File: src/rtl/cpu_fetch_queue.sv
`default_nettype none
// ============================================================================
// Module  : cpu_fetch_queue
// Brief   : In-order MIPS fetch queue between the I-side memory port and decode;
//           CPU_FETCH_BYPASS_EN adds a same-cycle response-to-decode bypass.
// Revision: 1.0
// ============================================================================
module cpu_fetch_queue #(
  parameter int unsigned DEPTH    = 4,
  parameter logic [31:0] RESET_PC = 32'hBFC00000
) (
  input  logic        clk,
  input  logic        resetn,
  output logic        imem_req_valid,
  output logic [31:0] imem_req_addr,
  input  logic        imem_req_ready,
  input  logic        imem_resp_valid,
  input  logic [31:0] imem_resp_data,
  input  logic        redirect_valid,
  input  logic [31:0] redirect_pc,
  output logic        inst_valid,
  output logic [31:0] inst,
  output logic [31:0] inst_pc,
  input  logic        inst_ready
);

  localparam int unsigned AW = $clog2(DEPTH);
  localparam int unsigned CW = AW + 1;
  localparam int unsigned SW = CW + 2;
  localparam logic [SW-1:0] C_DEPTH_SUM = SW'(DEPTH);
  localparam logic [CW-1:0] C_DEPTH_CNT = CW'(DEPTH);

  logic [31:0]   data_q [DEPTH];
  logic [31:0]   pc_q   [DEPTH];
  logic [CW-1:0] wptr_q, wptr_d;
  logic [CW-1:0] rptr_q, rptr_d;
  logic [CW-1:0] outst_q, outst_d;
  logic [CW-1:0] drop_q, drop_d;
  logic [31:0]   fetch_pc_q, fetch_pc_d;

  logic [CW-1:0] count;
  logic          empty;
  logic          full;
  logic [SW-1:0] credit_used;
  logic          req_fire;
  logic          resp_live;
  logic          resp_drop;
  logic          bypass;
  logic          bypass_take;
  logic          push;
  logic          pop;
  logic [31:0]   resp_pc;
  logic [CW-1:0] outst_base;
  logic [CW-1:0] drop_base;

  assign count       = wptr_q - rptr_q;
  assign empty       = (count == '0);
  assign full        = (count == C_DEPTH_CNT);
  assign credit_used = SW'(count) + SW'(outst_q) + SW'(drop_q);

  assign imem_req_valid = resetn && !redirect_valid && (credit_used < C_DEPTH_SUM);
  assign imem_req_addr  = fetch_pc_q;
  assign req_fire       = imem_req_valid && imem_req_ready;

  assign resp_live = imem_resp_valid && (drop_q == '0);
  assign resp_drop = imem_resp_valid && (drop_q != '0);
  // Live in-flight requests are contiguous words ending just below fetch_pc.
  assign resp_pc   = fetch_pc_q - (32'(outst_q) << 2);

`ifdef CPU_FETCH_BYPASS_EN
  assign bypass     = empty && resp_live && !redirect_valid;
  assign inst_valid = !empty || bypass;
  assign inst       = empty ? imem_resp_data : data_q[rptr_q[AW-1:0]];
  assign inst_pc    = empty ? resp_pc : pc_q[rptr_q[AW-1:0]];
`else
  assign bypass     = 1'b0;
  assign inst_valid = !empty;
  assign inst       = data_q[rptr_q[AW-1:0]];
  assign inst_pc    = pc_q[rptr_q[AW-1:0]];
`endif

  assign pop         = !empty && inst_ready;
  assign bypass_take = bypass && inst_ready;
  assign push        = resp_live && !redirect_valid && !bypass_take;

  always_comb begin
    outst_base = outst_q + CW'(req_fire) - CW'(resp_live);
    drop_base  = drop_q - CW'(resp_drop);
    rptr_d     = rptr_q + CW'(pop);
    wptr_d     = wptr_q + CW'(push);
    outst_d    = outst_base;
    drop_d     = drop_base;
    fetch_pc_d = req_fire ? (fetch_pc_q + 32'd4) : fetch_pc_q;
    if (redirect_valid) begin
      // Everything still in flight is stale; its responses must be swallowed.
      wptr_d     = rptr_d;
      drop_d     = drop_base + outst_base;
      outst_d    = '0;
      fetch_pc_d = redirect_pc & 32'hFFFF_FFFC;
    end
  end

  always_ff @(posedge clk) begin
    if (!resetn) begin
      wptr_q     <= '0;
      rptr_q     <= '0;
      outst_q    <= '0;
      drop_q     <= '0;
      fetch_pc_q <= RESET_PC;
    end else begin
      wptr_q     <= wptr_d;
      rptr_q     <= rptr_d;
      outst_q    <= outst_d;
      drop_q     <= drop_d;
      fetch_pc_q <= fetch_pc_d;
    end
  end

  always_ff @(posedge clk) begin
    if (push) begin
      data_q[wptr_q[AW-1:0]] <= imem_resp_data;
      pc_q[wptr_q[AW-1:0]]   <= resp_pc;
    end
  end

  always_ff @(posedge clk) begin
    if (resetn) begin
      assert (!(push && full && !pop));
    end
  end

endmodule
`default_nettype wire

File: config.mk
export PLATFORM = sky130hd
export DESIGN_NAME = cpu_fetch_queue
export DESIGN_NICKNAME = d
export VERILOG_FILES = /design/src/rtl/cpu_fetch_queue.sv
export SDC_FILE = /design/constraint.sdc
export NUM_CORES = 1
export LEC_CHECK = 0
export CAP_MARGIN = 20
export CORE_MARGIN = 8
export CORE_UTILIZATION = 55
export DETAILED_ROUTE_END_ITERATION = 10
export GPL_TIMING_DRIVEN = 0
export PLACE_DENSITY = 0.9
export SETUP_SLACK_MARGIN = 0.15
export SLEW_MARGIN = 0
export SYNTH_ARGS = -nofsm -noshare
export SYNTH_HDL_FRONTEND = slang
export SYNTH_SLANG_ARGS = --single-unit
File: constraint.sdc
create_clock -name clk -period 10.1 [get_ports clk]
set_clock_uncertainty 0.05 [all_clocks]
set_input_delay 2.02 -clock clk [delete_from_list [all_inputs] [get_ports clk]]
set_output_delay 2.02 -clock clk [all_outputs]
set_load 0.05 [all_outputs]
==> flow_summary_export.csv, run 1 <==
group,metric,value,unit
setup_path,crit_family,"buffers and inverters",
clock_network,clock-sinks,290,
sta,setup_viol,0,
clock_network,insertion_delay,0.54,ns
logic_synthesis,synth_cells,782,
logic_synthesis,synth_edf_count,248,
clock_network,cts-htree-levels,1,
global_routing,grt_pass1_vias,8079,
setup_path,rr_worst_depth,21,
worst_hold_path,hold_class,"flip-flop to flip-flop",
sta,slew-limit-headroom,40.79,%
sta,worstMarginPinSlew,0.8881,ns
power_and_ir_drop,irDropWorstVdd,0.2858,mV
logic_synthesis,yosys_warnings,0,
cells_and_area,num-nets-final,1092,
clock_network,clkSlewWorstSetupHoldPaths,0.07,ns
drt,postRouteAntennaNets,0,
power_and_ir_drop,total_power,4.189,mW
setup_path,cp_num_buf_inv,4,
power_and_ir_drop,pwr_density_cell,269.7,nW/um^2
placement,pre_cts_slack,3.826,ns
clock_network,cts_setup_buffers,0,
placement,port_buffers,161,
global_routing,grt_pass1_wl,45.57,mm
placement,place.gp.congestion,0.9291,
run_status,outcome,"complete, no violations",
sta,setup_slack,3.107,ns
logic_synthesis,synth-main-ff-cell,"edfxtp_1",
drt,firstDrtPassIters,5,
cells_and_area,stdcell_count,1305,
power_and_ir_drop,p_leak,5.131,nW
sta,slew_violations,0,
worst_hold_path,min_path_cells,2,
floorplan,start_util,55.39,%
floorplan,coreArea,22370,sq um
logic_synthesis,async_reset_ff_share,0,%
setup_path,start_kind,"flip-flop",
drt,drt_iter0_markers,969,
placement,dpl_cell_area,14610,sq um
power_and_ir_drop,p_sw_share,36.26,%
logic_synthesis,ys_seq_area_share,66.90,%
floorplan,dieWidth,166.1,um
setup_path,cp_slowest_cell,"clkdlybuf4s50_1",
global_routing,grt_max_degree,30,
power_and_ir_drop,intPower,2.670,mW
drt,drc_errors,0,
floorplan,io_pins,168,
setup_path,r2r_start,"wptr_q[0]$_SDFF_PN0_",
floorplan,fp-row-count,55,
worst_hold_path,min_from,"imem_req_addr[7]$_SDFFE_PN0P_",
floorplan,die-area,27580,sq um
floorplan,die_h,166.1,um
power_and_ir_drop,power.switching,1.519,mW
cells_and_area,area_delta_synth_final,25.36,%
clock_network,postCtsHoldBufs,0,
power_and_ir_drop,seq_power_share,35.4,%
clock_network,cts_root_buf,"clkbuf_16",
setup_path,path_cells,"inv_1 > ha_1 > fa_1 > xnor2_1 > xnor2_1 > fa_1 > ha_1 > o2111a_1 > clkbuf_1 > buf_1 > nor2_1 > clkdlybuf4s50_1",
global_routing,grtUsageTotal,20.72,%
clock_network,cts_tree,"built",
sta,rsz0062_at_grt,"no",
clock_network,cts_buffers,29,
setup_path,worstPathArrival,4.92,ns
sta,post-route-period-util,69.24,%
cells_and_area,n_antenna_cell,0,
logic_synthesis,synth_cell_types,65,
cells_and_area,drive_above_1_share,15.49,%
drt,routed_via_density,6.042,
drt,drt_wl_total,29.04,mm
setup_path,worstPathRequired,8.03,ns
placement,dp_cells,1253,
sta,finalHoldViolCount,0,
placement,hpwl,20.75,mm
drt,dr_total_vias,7885,
setup_path,cp-startpoint,"wptr_q[0]$_SDFF_PN0_",
power_and_ir_drop,clkPwrFrac,24.6,%
sta,fmax,143.0,MHz
worst_hold_path,whs_endpoint,"imem_req_addr[7]$_SDFFE_PN0P_",
power_and_ir_drop,power_frac_comb,40.1,%
global_routing,antenna_found_initial,0,
cells_and_area,post-route-cell-area,15530,sq um
sta,setup_tns,0,ns
logic_synthesis,syn_area,12390,sq um
job,cap_viol_max_count,0,
setup_path,endpoint_kind,"primary output",
sta,min_period,6.993,ns
setup_path,r2r_setup_slack,4.10,ns
clock_network,clk_path_buf_depth,3,
setup_path,crit_type,"flip-flop to primary output",
clock_network,post_cts_resize_count,0,
global_routing,gr-total-overflow,0,
logic_synthesis,ys_seq_elements,290,
cells_and_area,fin_util,69.44,%
sta,hold_slack,0.5339,ns
setup_path,cp_max_fo,10,
logic_synthesis,post_synth.cell_area_avg,15.84,sq um
drt,wl_per_cell,22.25,um
setup_path,slowest_delay,0.73,ns
setup_path,worstReg2RegEnd,"drop_q[2]$_SDFF_PN0_",
## worst register-to-register path, delay by kind of cell (launching register included)
kind                       cells  cell delay, ns
adders and majority gates      8            2.98
and+or+nand+nor                4            0.99
buffers and inverters          5            0.53
xor gates and xnor gates       3            0.51
DFF                            1            0.43
AOI/OAI and AO/OA              1            0.37
## worst max path at each step
stage	to	slack, ns	depth (start not counted)
2_1_floorplan	data_q[1][0]$_DFFE_PP_	1.01	3
3_3_place_gp	data_q[0][1]$_DFFE_PP_	-3.84	4
3_5_place_dp	imem_req_valid	3.83	12
4_1_cts	imem_req_valid	3.19	12
5_1_grt	imem_req_valid	2.94	12
6_report	imem_req_valid	3.11	12
## layout make-up
class,instances,area (sq um)
Buffer,54,239.0
Clock buffer,40,807.0
Clock inverter,12,112.6
Fill cell,1401,6835
Inverter,30,112.6
Multi-Input combinational cell,411,3787
Sequential cell,290,8288
Tap cell,285,356.6
Timing Repair Buffer,183,1827
## cell usage in the layout, fill, tap and decap left out, types with 5 or more instances in the layout
cell,instances
nor4_2,6
ha_1,16
nor2_1,30
dfxtp_1,42
inv_1,28
buf_2,5
and3_1,6
xor2_1,14
o21ai_0,14
nand4_1,17
or4_1,6
a31oi_1,5
nand3_1,8
buf_4,22
clkbuf_16,29
fa_1,7
a22oi_1,5
a21oi_1,23
nand2_1,51
edfxtp_1,248
and2_1,8
clkinv_2,5
nor2b_1,7
clkbuf_1,42
clkdlybuf4s50_1,161
nor4_1,19
buf_1,8
mux4_2,62
nor3_1,23
xnor2_1,22
## synthesized netlist by cell type (2+ instances only)
cell | n | area share [%]
edfxtp_1 | 248 | 60
mux4_2 | 62 | 11
nand2_1 | 51 | 1.5
dfxtp_1 | 42 | 6.8
clkbuf_1 | 35 | 1.1
nor2_1 | 32 | 0.97
inv_1 | 28 | 0.85
a21oi_1 | 23 | 0.93
nor3_1 | 23 | 0.93
xnor2_1 | 22 | 1.6
nor4_1 | 21 | 1.1
nand4_1 | 17 | 0.86
ha_1 | 16 | 1.6
o21ai_0 | 14 | 0.57
xor2_1 | 14 | 0.99
and2_1 | 8 | 0.40
buf_1 | 8 | 0.24
nand3_1 | 8 | 0.32
fa_1 | 7 | 1.1
nor2b_1 | 7 | 0.35
and3_1 | 6 | 0.30
or4_1 | 6 | 0.36
a22oi_1 | 5 | 0.30
a31oi_1 | 5 | 0.25
buf_2 | 5 | 0.20
a311o_1 | 4 | 0.32
buf_4 | 4 | 0.24
nor4_2 | 4 | 0.40
o22ai_1 | 4 | 0.20
o41ai_1 | 4 | 0.28
o211ai_1 | 3 | 0.18
o311a_1 | 3 | 0.24
or2_2 | 3 | 0.15
or4_4 | 3 | 0.27
a211oi_1 | 2 | 0.12
buf_6 | 2 | 0.18
mux2i_1 | 2 | 0.16
nand3b_1 | 2 | 0.12
o2111a_1 | 2 | 0.18
o2111ai_1 | 2 | 0.14
## state kept, by name, summed over array words and instances, names as in the netlist
name and flops:
drop_q 3, pc_q 120, wptr_q 3, imem_req_addr 30, outst_q 3, data_q 128, rptr_q 3
## power groups by stage
stage          combinational (mW)  clock [mW]  sequential [mW]
3_3_place_gp                 1.64           0             1.52
3_5_place_dp                 1.69           0             1.51
5_1_grt                      1.78        1.09             1.49
2_1_floorplan                1.14           0             1.53
6_report                     1.68        1.03             1.48
4_1_cts                      1.70        1.05             1.48
## cell families after synthesis
logic type      synth area share (%)
fa+ha+maj                      2.747
xor+xnor                       2.677
compound gates                 4.565
simple gates                   8.716
mux                            11.52
flops                          66.90
other cells                  0.03027
buf+inv                        2.838
## routing by layer
layer / routed length, um / track usage [%] / up-vias
li1: - / - / 3497
met1: 11510 / 26.89 / 3877
met2: 14010 / 34.30 / 437
met3: 2693 / 4.920 / 74
met4: 833 / 6.285 / 0
met5: 0 / 0 / -
No activity file was read; power rests on OpenSTA's default activity.
==> run 2: changes to the inputs <==
--- a/config.mk
+++ b/config.mk
@@ -7,10 +7,10 @@
 export LEC_CHECK = 0
 export CAP_MARGIN = 20
 export CORE_MARGIN = 8
-export CORE_UTILIZATION = 55
+export CORE_UTILIZATION = 50
 export DETAILED_ROUTE_END_ITERATION = 10
 export GPL_TIMING_DRIVEN = 0
-export PLACE_DENSITY = 0.9
+export PLACE_DENSITY = 0.87
 export SETUP_SLACK_MARGIN = 0.15
 export SLEW_MARGIN = 0
 export SYNTH_ARGS = -nofsm -noshare
==> constraint.sdc (replaced) <==
create_clock -name clk -period 5.9 [get_ports clk]
set_clock_uncertainty 0.05 [all_clocks]
set_input_delay 1.18 -clock clk [delete_from_list [all_inputs] [get_ports clk]]
set_output_delay 1.18 -clock clk [all_outputs]
set_load 0.05 [all_outputs]
==> flow_summary_export.csv, run 2 (synthesized netlist as in run 1, its figures left out) <==
group,metric,value,unit
run_status,outcome,"complete, no violations",
floorplan,die_h,173.4,um
placement,dpl_cell_area,14670,sq um
job,cap_viol_max_count,0,
setup_path,path_cells,"inv_1 > ha_1 > fa_1 > xnor2_2 > xnor2_2 > fa_1 > ha_1 > o2111a_1 > clkbuf_2 > buf_2 > nor2_1 > dlygate4sd2_1",
power_and_ir_drop,p_leak,5.134,nW
floorplan,dieWidth,173.4,um
worst_hold_path,whs_endpoint,"imem_req_addr[7]$_SDFFE_PN0P_",
setup_path,rr_worst_depth,21,
setup_path,r2r_setup_slack,0.48,ns
placement,place.gp.congestion,0.9515,
clock_network,clk_path_buf_depth,3,
worst_hold_path,min_from,"imem_req_addr[7]$_SDFFE_PN0P_",
global_routing,grt_max_degree,30,
floorplan,fp-row-count,57,
sta,finalHoldViolCount,0,
setup_path,cp_slowest_cell,"dlygate4sd2_1",
floorplan,die-area,30070,sq um
sta,fmax,183.8,MHz
drt,drc_errors,0,
drt,postRouteAntennaNets,0,
setup_path,start_kind,"flip-flop",
drt,dr_total_vias,7748,
setup_path,cp_max_fo,10,
drt,wl_per_cell,22.08,um
clock_network,cts_tree,"built",
worst_hold_path,hold_class,"flip-flop to flip-flop",
global_routing,grt_pass1_wl,46.08,mm
cells_and_area,num-nets-final,1087,
global_routing,gr-total-overflow,0,
sta,rsz0062_at_grt,"no",
power_and_ir_drop,irDropWorstVdd,0.4352,mV
clock_network,cts_buffers,29,
cells_and_area,area_delta_synth_final,26.32,%
cells_and_area,drive_above_1_share,16.22,%
floorplan,start_util,50.94,%
setup_path,crit_cells,12,
floorplan,coreArea,24320,sq um
cells_and_area,final_cell_mix,"edfxtp_1 (248), clkdlybuf4s50_1 (160), mux4_2 (62)",
drt,drt_wl_total,29.62,mm
setup_path,worstReg2RegEnd,"drop_q[2]$_SDFF_PN0_",
placement,hpwl,20.78,mm
global_routing,grtUsageTotal,19.26,%
setup_path,slowest_delay,0.55,ns
drt,firstDrtPassIters,7,
clock_network,clock-sinks,290,
worst_hold_path,min_path_cells,2,
setup_path,crit_family,"adder cells",
global_routing,grt_pass1_vias,7929,
sta,slew_violations,0,
drt,routed_via_density,5.778,
global_routing,antenna_found_initial,0,
clock_network,postCtsHoldBufs,0,
setup_path,worstPathArrival,4.21,ns
setup_path,r2r_start,"wptr_q[0]$_SDFF_PN0_",
setup_path,worstPathRequired,4.67,ns
placement,port_buffers,161,
cells_and_area,post-route-cell-area,15650,sq um
sta,post-route-period-util,92.23,%
power_and_ir_drop,pwr_density_cell,460.4,nW/um^2
drt,drt_iter0_markers,698,
setup_path,cp_num_buf_inv,4,
cells_and_area,largest_register_ffs,128,
clock_network,insertion_delay,0.54,ns
clock_network,cts-htree-levels,1,
floorplan,io_pins,168,
setup_path,endpoint_kind,"primary output",
sta,slew-limit-headroom,43.40,%
clock_network,clkSlewWorstSetupHoldPaths,0.06,ns
sta,worstMarginPinSlew,0.8489,ns
cells_and_area,n_antenna_cell,0,
sta,hold_slack,0.5276,ns
cells_and_area,mostFrequentLayoutCell,"edfxtp_1",
setup_path,crit_type,"flip-flop to primary output",
sta,min_period,5.442,ns
clock_network,cts_root_buf,"clkbuf_16",
sta,setup_viol,0,
run 2: where the power goes:
group	switching [mW]	internal, mW	leakage (nW)
Combinational	1.81	1.10	2.10
Sequential	0.0864	2.46	2.59
Clock	0.743	1.01	0.444
Total	2.64	4.57	5.13
run 2: worst max-delay path by stage:
stage,startpoint,endpoint,slack (ns)
global placement,redirect_valid,data_q[0][28]$_DFFE_PP_,-2.85
floorplan,redirect_valid,data_q[1][0]$_DFFE_PP_,0.28
global route,wptr_q[0]$_SDFF_PN0_,drop_q[2]$_SDFF_PN0_,0.17
detailed placement,wptr_q[0]$_SDFF_PN0_,drop_q[2]$_SDFF_PN0_,-0.21
finish,wptr_q[0]$_SDFF_PN0_,imem_req_valid,0.46
CTS,wptr_q[0]$_SDFF_PN0_,drop_q[2]$_SDFF_PN0_,0.22
run 2: layout make-up:
type / instances / area (sq um)
buffer: 54 / 241.5
clock buffer: 40 / 817.0
clock inverter: 14 / 106.4
fill: 1699 / 8671
inverter: 30 / 112.6
multi-input combinational: 411 / 3837
sequential: 290 / 8292
tap: 324 / 405.4
timing repair buffer: 178 / 1837
run 2: what timing repair did:
action                                  CTS  global route
setup buffers                             2             1
pin swaps                                 2             4
resized for setup                         4             7
endpoints found under the setup margin    3             3
run 2: metal layers:
metal,part of all wire (%),wire (um),global-route usage [%],vias up
met5,0,0,0,-
met4,2.0,591,4.779,0
met3,8.6,2542,4.313,59
met2,49,14400,32.12,384
met1,41,12080,25.25,3820
li1,-,-,-,3485
run 2: metrics by stage:
| step | cells | utilization [%] | setup TNS (ns) | power [mW] | worst slack, ns |
|---|---|---|---|---|---|
| 2_1_floorplan | 785 | - | 0 | 4.569 | 0.2842 |
| 3_3_place_gp | 1270 | 59.33 | -567.58 | 5.408 | -2.848 |
| 3_5_place_dp | 1284 | 60.30 | -0.2078 | 5.476 | -0.2078 |
| 4_1_cts | 1340 | 64.19 | 0 | 7.249 | 0.2156 |
| 5_1_grt | 1341 | 64.35 | 0 | 7.530 | 0.1660 |
| 6_report | 1341 | 64.35 | 0 | 7.205 | 0.4584 |
run 2: worst register-to-register path, stage by stage (launching register included):
cell,delay [ns]
dfxtp_4,0.39
inv_1,0.12
ha_1,0.23
fa_1,0.41
xnor2_2,0.17
xnor2_2,0.16
fa_1,0.52
inv_1,0.07
fa_1,0.45
nor3b_2,0.27
o2111ai_2,0.22
nor2_4,0.16
inv_2,0.06
buf_2,0.19
ha_1,0.28
inv_1,0.06
ha_1,0.15
fa_2,0.47
fa_2,0.43
xnor2_2,0.15
and3_1,0.17
nor3_1,0.16
